`config.mk`:
```
export PLATFORM = sky130hd
export DESIGN_NAME = stopwatch_core
export DESIGN_NICKNAME = d
export VERILOG_FILES = /design/src/rtl/stopwatch_core.sv
export SDC_FILE = /design/constraint.sdc
export NUM_CORES = 1
export LEC_CHECK = 0
export ABC_AREA = 1
export BUFFER_PORTS_ARGS = -buffer_cell sky130_fd_sc_hd__buf_2
export CORE_MARGIN = 1.5
export CORE_UTILIZATION = 50
export DETAILED_ROUTE_END_ITERATION = 10
export GPL_ROUTABILITY_DRIVEN = 0
export GPL_TIMING_DRIVEN = 0
export HOLD_SLACK_MARGIN = 0.03
export PLACE_DENSITY = 0.75
export SLEW_MARGIN = 5
export SYNTH_ARGS = -nofsm -noshare
export SYNTH_HDL_FRONTEND = slang
export SYNTH_SLANG_ARGS = --single-unit
```
`constraint.sdc`:
```
create_clock -name clk -period 1.6 [get_ports clk]
set_input_delay 0.32 -clock clk [delete_from_list [all_inputs] [get_ports clk]]
set_output_delay 0.32 -clock clk [all_outputs]
set_load 0.05 [all_outputs]
```
`src/rtl/stopwatch_core.sv`:
```
// stopwatch_core: BCD M:SS.T stopwatch (0:00.0..9:59.9) with IDLE/RUN/PAUSE
// control, synchronised 0.1 s tick input and registered BCD digit outputs.
// Ports: clk, reset (sync, active-high), tick_in, btn_start_stop, btn_clear,
//   btn_lap -> disp_min, disp_sec_t, disp_sec_o, disp_tenth, running,
//   overflow, lap_active.
// Option macro STOPWATCH_LAP_HOLD_EN builds the lap display-hold registers.
module stopwatch_core #(
   parameter int TICK_SYNC_STAGES = 2,
   parameter bit WRAP_AT_MAX      = 1'b0
) (
   input  logic       clk,
   input  logic       reset,
   input  logic       tick_in,
   input  logic       btn_start_stop,
   input  logic       btn_clear,
   input  logic       btn_lap,
   output logic [3:0] disp_min,
   output logic [3:0] disp_sec_t,
   output logic [3:0] disp_sec_o,
   output logic [3:0] disp_tenth,
   output logic       running,
   output logic       overflow,
   output logic       lap_active
);

   typedef enum logic [1:0] {IDLE, RUN, PAUSE} state_t;

   state_t                      state_q;
   logic [TICK_SYNC_STAGES-1:0] sync_q;
   logic                        tick_prev_q;
   logic                        tick_stb_q;
   logic                        ss_prev_q;
   logic                        clr_prev_q;
   logic [3:0]                  min_q, sect_q, seco_q, tenth_q;
   logic [3:0]                  min_d, sect_d, seco_d, tenth_d;
   logic                        run_q;
   logic                        ovf_q;
   logic                        ss_press;
   logic                        clr_press;
   logic                        at_max;

   assign ss_press  = btn_start_stop & ~ss_prev_q;
   assign clr_press = btn_clear & ~clr_prev_q;
   assign at_max    = (min_q == 4'd9) && (sect_q == 4'd5) &&
                      (seco_q == 4'd9) && (tenth_q == 4'd9);

   // Tick is data, not a clock: synchronise, then a registered edge strobe.
   always_ff @(posedge clk) begin
      if (reset) begin
         sync_q      <= '0;
         tick_prev_q <= 1'b0;
         tick_stb_q  <= 1'b0;
      end else begin
         sync_q      <= {sync_q[TICK_SYNC_STAGES-2:0], tick_in};
         tick_prev_q <= sync_q[TICK_SYNC_STAGES-1];
         tick_stb_q  <= sync_q[TICK_SYNC_STAGES-1] & ~tick_prev_q;
      end
   end

   // Ripple BCD increment; all carries settle in one cycle.
   always_comb begin
      min_d   = min_q;
      sect_d  = sect_q;
      seco_d  = seco_q;
      tenth_d = tenth_q + 4'd1;
      if (tenth_q == 4'd9) begin
         tenth_d = 4'd0;
         seco_d  = seco_q + 4'd1;
         if (seco_q == 4'd9) begin
            seco_d = 4'd0;
            sect_d = sect_q + 4'd1;
            if (sect_q == 4'd5) begin
               sect_d = 4'd0;
               min_d  = (min_q == 4'd9) ? 4'd0 : min_q + 4'd1;
            end
         end
      end
   end

   always_ff @(posedge clk) begin
      if (reset) begin
         state_q    <= IDLE;
         run_q      <= 1'b0;
         ovf_q      <= 1'b0;
         ss_prev_q  <= 1'b0;
         clr_prev_q <= 1'b0;
         min_q      <= 4'd0;
         sect_q     <= 4'd0;
         seco_q     <= 4'd0;
         tenth_q    <= 4'd0;
      end else begin
         ss_prev_q  <= btn_start_stop;
         clr_prev_q <= btn_clear;
         // In wrap mode overflow is a one-cycle pulse.
         if (WRAP_AT_MAX) ovf_q <= 1'b0;
         unique case (state_q)
            IDLE: begin
               if (ss_press) begin
                  state_q <= RUN;
                  run_q   <= 1'b1;
               end
            end
            RUN: begin
               // A stop press swallows a coincident tick.
               if (ss_press) begin
                  state_q <= PAUSE;
                  run_q   <= 1'b0;
               end else if (tick_stb_q) begin
                  if (at_max && !WRAP_AT_MAX) begin
                     ovf_q <= 1'b1;
                  end else begin
                     min_q   <= min_d;
                     sect_q  <= sect_d;
                     seco_q  <= seco_d;
                     tenth_q <= tenth_d;
                     if (at_max) ovf_q <= 1'b1;
                  end
               end
            end
            PAUSE: begin
               if (clr_press) begin
                  state_q <= IDLE;
                  ovf_q   <= 1'b0;
                  min_q   <= 4'd0;
                  sect_q  <= 4'd0;
                  seco_q  <= 4'd0;
                  tenth_q <= 4'd0;
               end else if (ss_press) begin
                  state_q <= RUN;
                  run_q   <= 1'b1;
               end
            end
            default: begin
               state_q <= IDLE;
               run_q   <= 1'b0;
            end
         endcase
      end
   end

   assign running  = run_q;
   assign overflow = ovf_q;

`ifdef STOPWATCH_LAP_HOLD_EN
   logic        lap_prev_q;
   logic        lap_q;
   logic [15:0] hold_q;
   logic        lap_press;

   assign lap_press = btn_lap & ~lap_prev_q;

   // Hold can only be set in RUN; leaving RUN (stop) releases it.
   always_ff @(posedge clk) begin
      if (reset) begin
         lap_prev_q <= 1'b0;
         lap_q      <= 1'b0;
         hold_q     <= '0;
      end else begin
         lap_prev_q <= btn_lap;
         if (state_q == RUN) begin
            if (ss_press) begin
               lap_q <= 1'b0;
            end else if (lap_press) begin
               lap_q <= ~lap_q;
               if (!lap_q) hold_q <= {min_q, sect_q, seco_q, tenth_q};
            end
         end else if (state_q == PAUSE && clr_press) begin
            lap_q <= 1'b0;
         end
      end
   end

   assign {disp_min, disp_sec_t, disp_sec_o, disp_tenth} =
      lap_q ? hold_q : {min_q, sect_q, seco_q, tenth_q};
   assign lap_active = lap_q;
`else
   logic unused_lap;
   assign unused_lap = btn_lap;
   assign disp_min   = min_q;
   assign disp_sec_t = sect_q;
   assign disp_sec_o = seco_q;
   assign disp_tenth = tenth_q;
   assign lap_active = 1'b0;
`endif

endmodule

```
-- Yosys cells after proc, flatten, opt, wreduce, memory -nomap -nowiden
Index checks and enable logic that the tools add are counted.
- $add $sub $neg: 4
- eq/ne operators: 16
- muxes and demuxes: 40
- bitwise logic cells: 6
- reductions and logical operators: 11
- operators by type and width (cell ; number):
    2-to-1 mux 4 bit ; 23
    one-hot mux 4 bit (2 select lines) ; 4
    inequality test 2 bit (second input constant) ; 10
    adder 4 x 1 -> 4 bit (second input constant) ; 4
    equality test 4 bit (second input constant) ; 3
    AND reduction 5 bit ; 2
    AND reduction 8 bit ; 1
    2-to-1 mux 1 bit ; 7
    AND reduction 7 bit ; 1
    2-to-1 mux 2 bit ; 3
    one-hot mux 2 bit (3 select lines) ; 1
    AND reduction 6 bit ; 1
    equality test 4 x 3 -> 1 bit (second input constant) ; 1
    bitwise AND 1 bit ; 3
    logical AND 1 bit ; 3
    NOT 1 bit ; 3
    one-hot mux 1 bit (3 select lines) ; 1
    equality test 2 x 1 -> 1 bit (second input constant) ; 1
    equality test 2 bit (second input constant) ; 1
    logical NOT 2 bit ; 1
    one-hot mux 1 bit (2 select lines) ; 1
    AND reduction 2 bit ; 1
    nonzero test 2 bit ; 1
- register bits after elaboration: 26
- input port bits: 6
- output and inout port bits: 19
- logic and storage cells: 89

-- Longest topological paths before layout
- word-level depth: 9
- depth in mapped cells: 10
- mapped depth without buffers: 10

-- Worst setup path before layout
No wires, ideal clock.
- kind: register to register
- start: register tenth_q[0], in the netlist disp_tenth[0]
- end: register sect_q[3], in the netlist disp_sec_t[3]
- setup time: 0.131 ns
- arrival: 1.796 ns
- required time: 1.469 ns
- setup slack: -0.326 ns
- stages on the path, launching flop included: 8
- buffers on the path: 1
- period minus slack after synthesis: 1.926 ns
- cell sequence: dfxtp_1 > ha_1 > nand3_2 > nor2_2 > nand3_4 > buf_2 > nand4_1 > a21oi_2
- cells in the longest elaborated chain, start to end: 4
- elaborated cells on any way between the ends: 5
- classes of those cells: eq/ne: 3; reduce/logical: 2
- ends and longest elaborated chain (element ; RTL line ; RTL):
    start: declaration ; 34 ; logic [3:0] min_q, sect_q, seco_q, tenth_q;
    start signal: assignment ; 115 ; tenth_q <= tenth_d;
    equality test 4 bit * ; 45, 66 ;
    logical AND 1 bit ; 45 ; (seco_q == 4'd9) && (tenth_q == 4'd9);
    inequality test 2 bit (no source line) ; - ;
    AND reduction 7 bit (no source line) * ; - ;
    end signal: assignment ; 113 ; sect_q <= sect_d;
    end: declaration ; 34 ;
Every way passes the cells marked *; elsewhere a longest branch is shown, timed or not.
A chain may end at the register's enable or synchronous reset.

-- Worst setup path after layout
- start: register tenth_q[1], in the netlist disp_tenth[1]
- end: register sect_q[0], in the netlist disp_sec_t[0]
The elaborated chain is that of the path after synthesis.

==> metrics.md <==
| Metric | Value |
|---|---|
| Crit-path slowest cell | dfxtp_4 |
| Root Driver | clkbuf_4 |
| Largest area contributor in the netlist | dfxtp_1 |
| Max Slew Vio Count | 0 |
| Initial DRC count | 63 |
| Worst Clk Skew | 0.00382 ns |
| Multi-input gate area | between 900 and 1000 um^2 |
| Ratio of cells with drive above 1 in the final layout | 32.5% |
| Commonest cells after routing, fill and taps aside | nand2_1 (44), buf_2 (23), inv_1 (22) |
| Via count | 1494 |
| Number of synthesized flops with an enable pin | 0 |
| Worst Hold Class | input port to flop |
| NumNets Final | approximately 260 |
| Critical path class | flop to flop |
| Clk slew on worst S/H paths | 0.14 ns |
| Setup violations, final | 0 |
| Cell family with most CP delay | simple AND/OR/NAND/NOR gates |
| Overflow after GRT | 0 |
| Area Overhead vs Synth | 20.0% |
| MaxCap Viol Count | 0 |
| Crit-path most repeated cell | nand2_1 |
| CTS tree | done |
| Clock Latency Late Sink | 0.32 ns |
| Initial antenna violation count | 0 |
| CP Data Arrival Time | 1.73 ns |
| Clock Path Buffers | 2 |
| FILL cells | 255 |
| # IOs | 25 |
| Lkg Pwr | approximately 0.8 nW |
| Register area | 554 um^2 |
| Total number of H-tree levels | 1 |
| Routed wire per std cell | 11.9 um |
| Die footprint | 3430 um^2 |
| Port Buf Inserts | 21 |
| Initial Utilization | 54.5% |
| Final Hold Fails | 0 |
| Core area | around 2800 um^2 |
| Maximum clock rate | 655 MHz |
| Syn_nets | 229 |
| Ant diodes | 0 |
| Status | finished, final reports clean |
| Worst VDD drop | 0.548 mV |
| Clock sinks | 26 |
| Pin count of the biggest net entering global routing | 16 |
| Synth top area share | 33.8% |
| Crit-path max FO | 5 |
| Sequential area share after synthesis | 33.8% |
| Crit path launch type | flop |
| Core Util, Final | roughly 65% |
| Number of global-route vias before repair | 1274 |
| Synth unique cells | 25 |
| Bufs and invs on worst path | 1 |
| Primary FF master, synth | dfxtp_1 |
| Crit path required time | approximately 1.8 ns |
| Num CTS Buffers | 3 |
| # DRC | 0 |
| Fin crit share | a little over nine tenths |
| Tmin final | 1.53 ns |
| Slowest stage delay, CP | 0.38 ns |
| Yosys reg bits | 26 |
| Synth area leaders | dfxtp_1 (34%), nand2_1 (11%), nand4_1 (6.9%) |
| Most common cell after layout, fill and taps aside | nand2_1 |
| DIE WIDTH | about 59 um |
| Syn Inst Count | 215 |
| First-pass DRT Iterations | 4 |
| Die Span Y | 58.5 um |
| Asr flop ratio synth | 0% |
| Synth warnings | 0 |
| Routed Antenna Nets | 0 |
| Post-synthesis cell area | 1540 um^2 |
| PD cells | 680 nW/um^2 |
| # rows | 19 |
| Post-DP HPWL | 2320 um |
| Gr usage total | 20.4% |
| Syn Area/Cell | around 7 um^2 |
| RSZ-0062 raised after global routing | yes |
| Overall routed net length | 3250 um |
| Global-route wire length before repair | 5530 um |
| Worst-path cell chain | inv_1 -> ha_2 -> nand3_4 -> nand2_1 -> nand2_1 -> nor2_2 -> nand3_4 -> nand2_1 -> a21oi_1 |
| CP endpoint kind | flop |
| Final instance count without filler cells | 274 |
| Placed cells | between 200 and 300 |
| Vias per std cell | approximately 5.5 |
| # hold bufs at CTS | 0 |
==> layout make-up <==
type                       count  area share (%)
timing repair buffer          24            7.10
tap                           31            2.10
buffer                         8            2.77
sequential                    26            30.0
multi-input combinational    156            50.4
clock buffer                   4            2.57
inverter                      25            5.07
==> per-layer routing <==
layer / global-route usage (%) / share of wire [%]
met4: 4.98 / 0.74
met3: 4.62 / 4.2
met2: 34.8 / 49
met1: 26.1 / 46
met5: 0 / 0
==> logic make-up (layout without fill, tap and decap cells) <==
kind of cell,count (synthesis),count (layout),share of synthesized area [%]
compound gates,20,20,7.22
fa+ha+maj,8,8,6.49
flops,26,26,33.8
xor+xnor,1,1,0.568
simple gates,126,126,42.7
buf+inv,33,61,9.01
other cells,1,1,0.243
==> worst min-delay path, delay by kind of cell <==
kind / cells / cell delay, ns
buffers and inverters: 2 / 0.13
and+or+nand+nor: 1 / 0.03
==> synthesized netlist by cell type, drive strengths merged, types with 2 or more instances <==
cell and n:
nand3 21, nor2 27, or2 2, dfxtp 26, clkbuf 3, buf 5
nor3 7, nand4 17, inv 25, ha 8, nand2 50, a21oi 20
==> final timing paths <==
check | cells after the start | slack, ns | to | startpoint
min reg2reg | 1 | 0.41 | tick_stb_q | tick_prev_q
min | 3 | 0.18 | sync_q[0] | tick_in
max reg2reg | 9 | 0.07 | disp_sec_t[0] | disp_tenth[1]
max | 9 | 0.07 | disp_sec_t[0] | disp_tenth[1]
==> sequential cells by signal (all words and copies together), names as in the netlist <==
| register | flops |
|---|---|
| disp_min | 4 |
| disp_sec_o | 4 |
| disp_sec_t | 4 |
| disp_tenth | 4 |
| state_q | 2 |
| sync_q | 2 |
| clr_prev_q | 1 |
| overflow | 1 |
| running | 1 |
| ss_prev_q | 1 |
| tick_prev_q | 1 |
| tick_stb_q | 1 |
==> what timing repair did <==
item,CTS,global route
gates resized for setup,4,15
buffers inserted,0,2
endpoints found under the setup margin,10,15
cloned,0,1
pin swaps,1,5
==> through the flow <==
stage | setup WS, ns | hold slack, ns | area, um^2 | setup TNS, ns | total power [mW]
2_1_floorplan | 0.00539 | 0.374 | 1570 | 0 | 0.838
3_3_place_gp | -0.0256 | 0.377 | 1710 | -0.0888 | 0.875
3_5_place_dp | -0.0454 | 0.397 | 1710 | -0.273 | 0.879
4_1_cts | 0.0136 | 0.174 | 1780 | 0 | 1.26
5_1_grt | -0.0191 | 0.160 | 1850 | -0.0645 | 1.31
6_report | 0.0723 | 0.183 | 1850 | 0 | 1.26
==> where the power goes <==
part	switching, mW	internal [mW]	total, mW
sequential	0.0171	0.658	0.676
clock	0.197	0.191	0.389
combinational	0.137	0.0573	0.194
total	0.351	0.907	1.26
No activity file was read; power rests on OpenSTA's default activity.
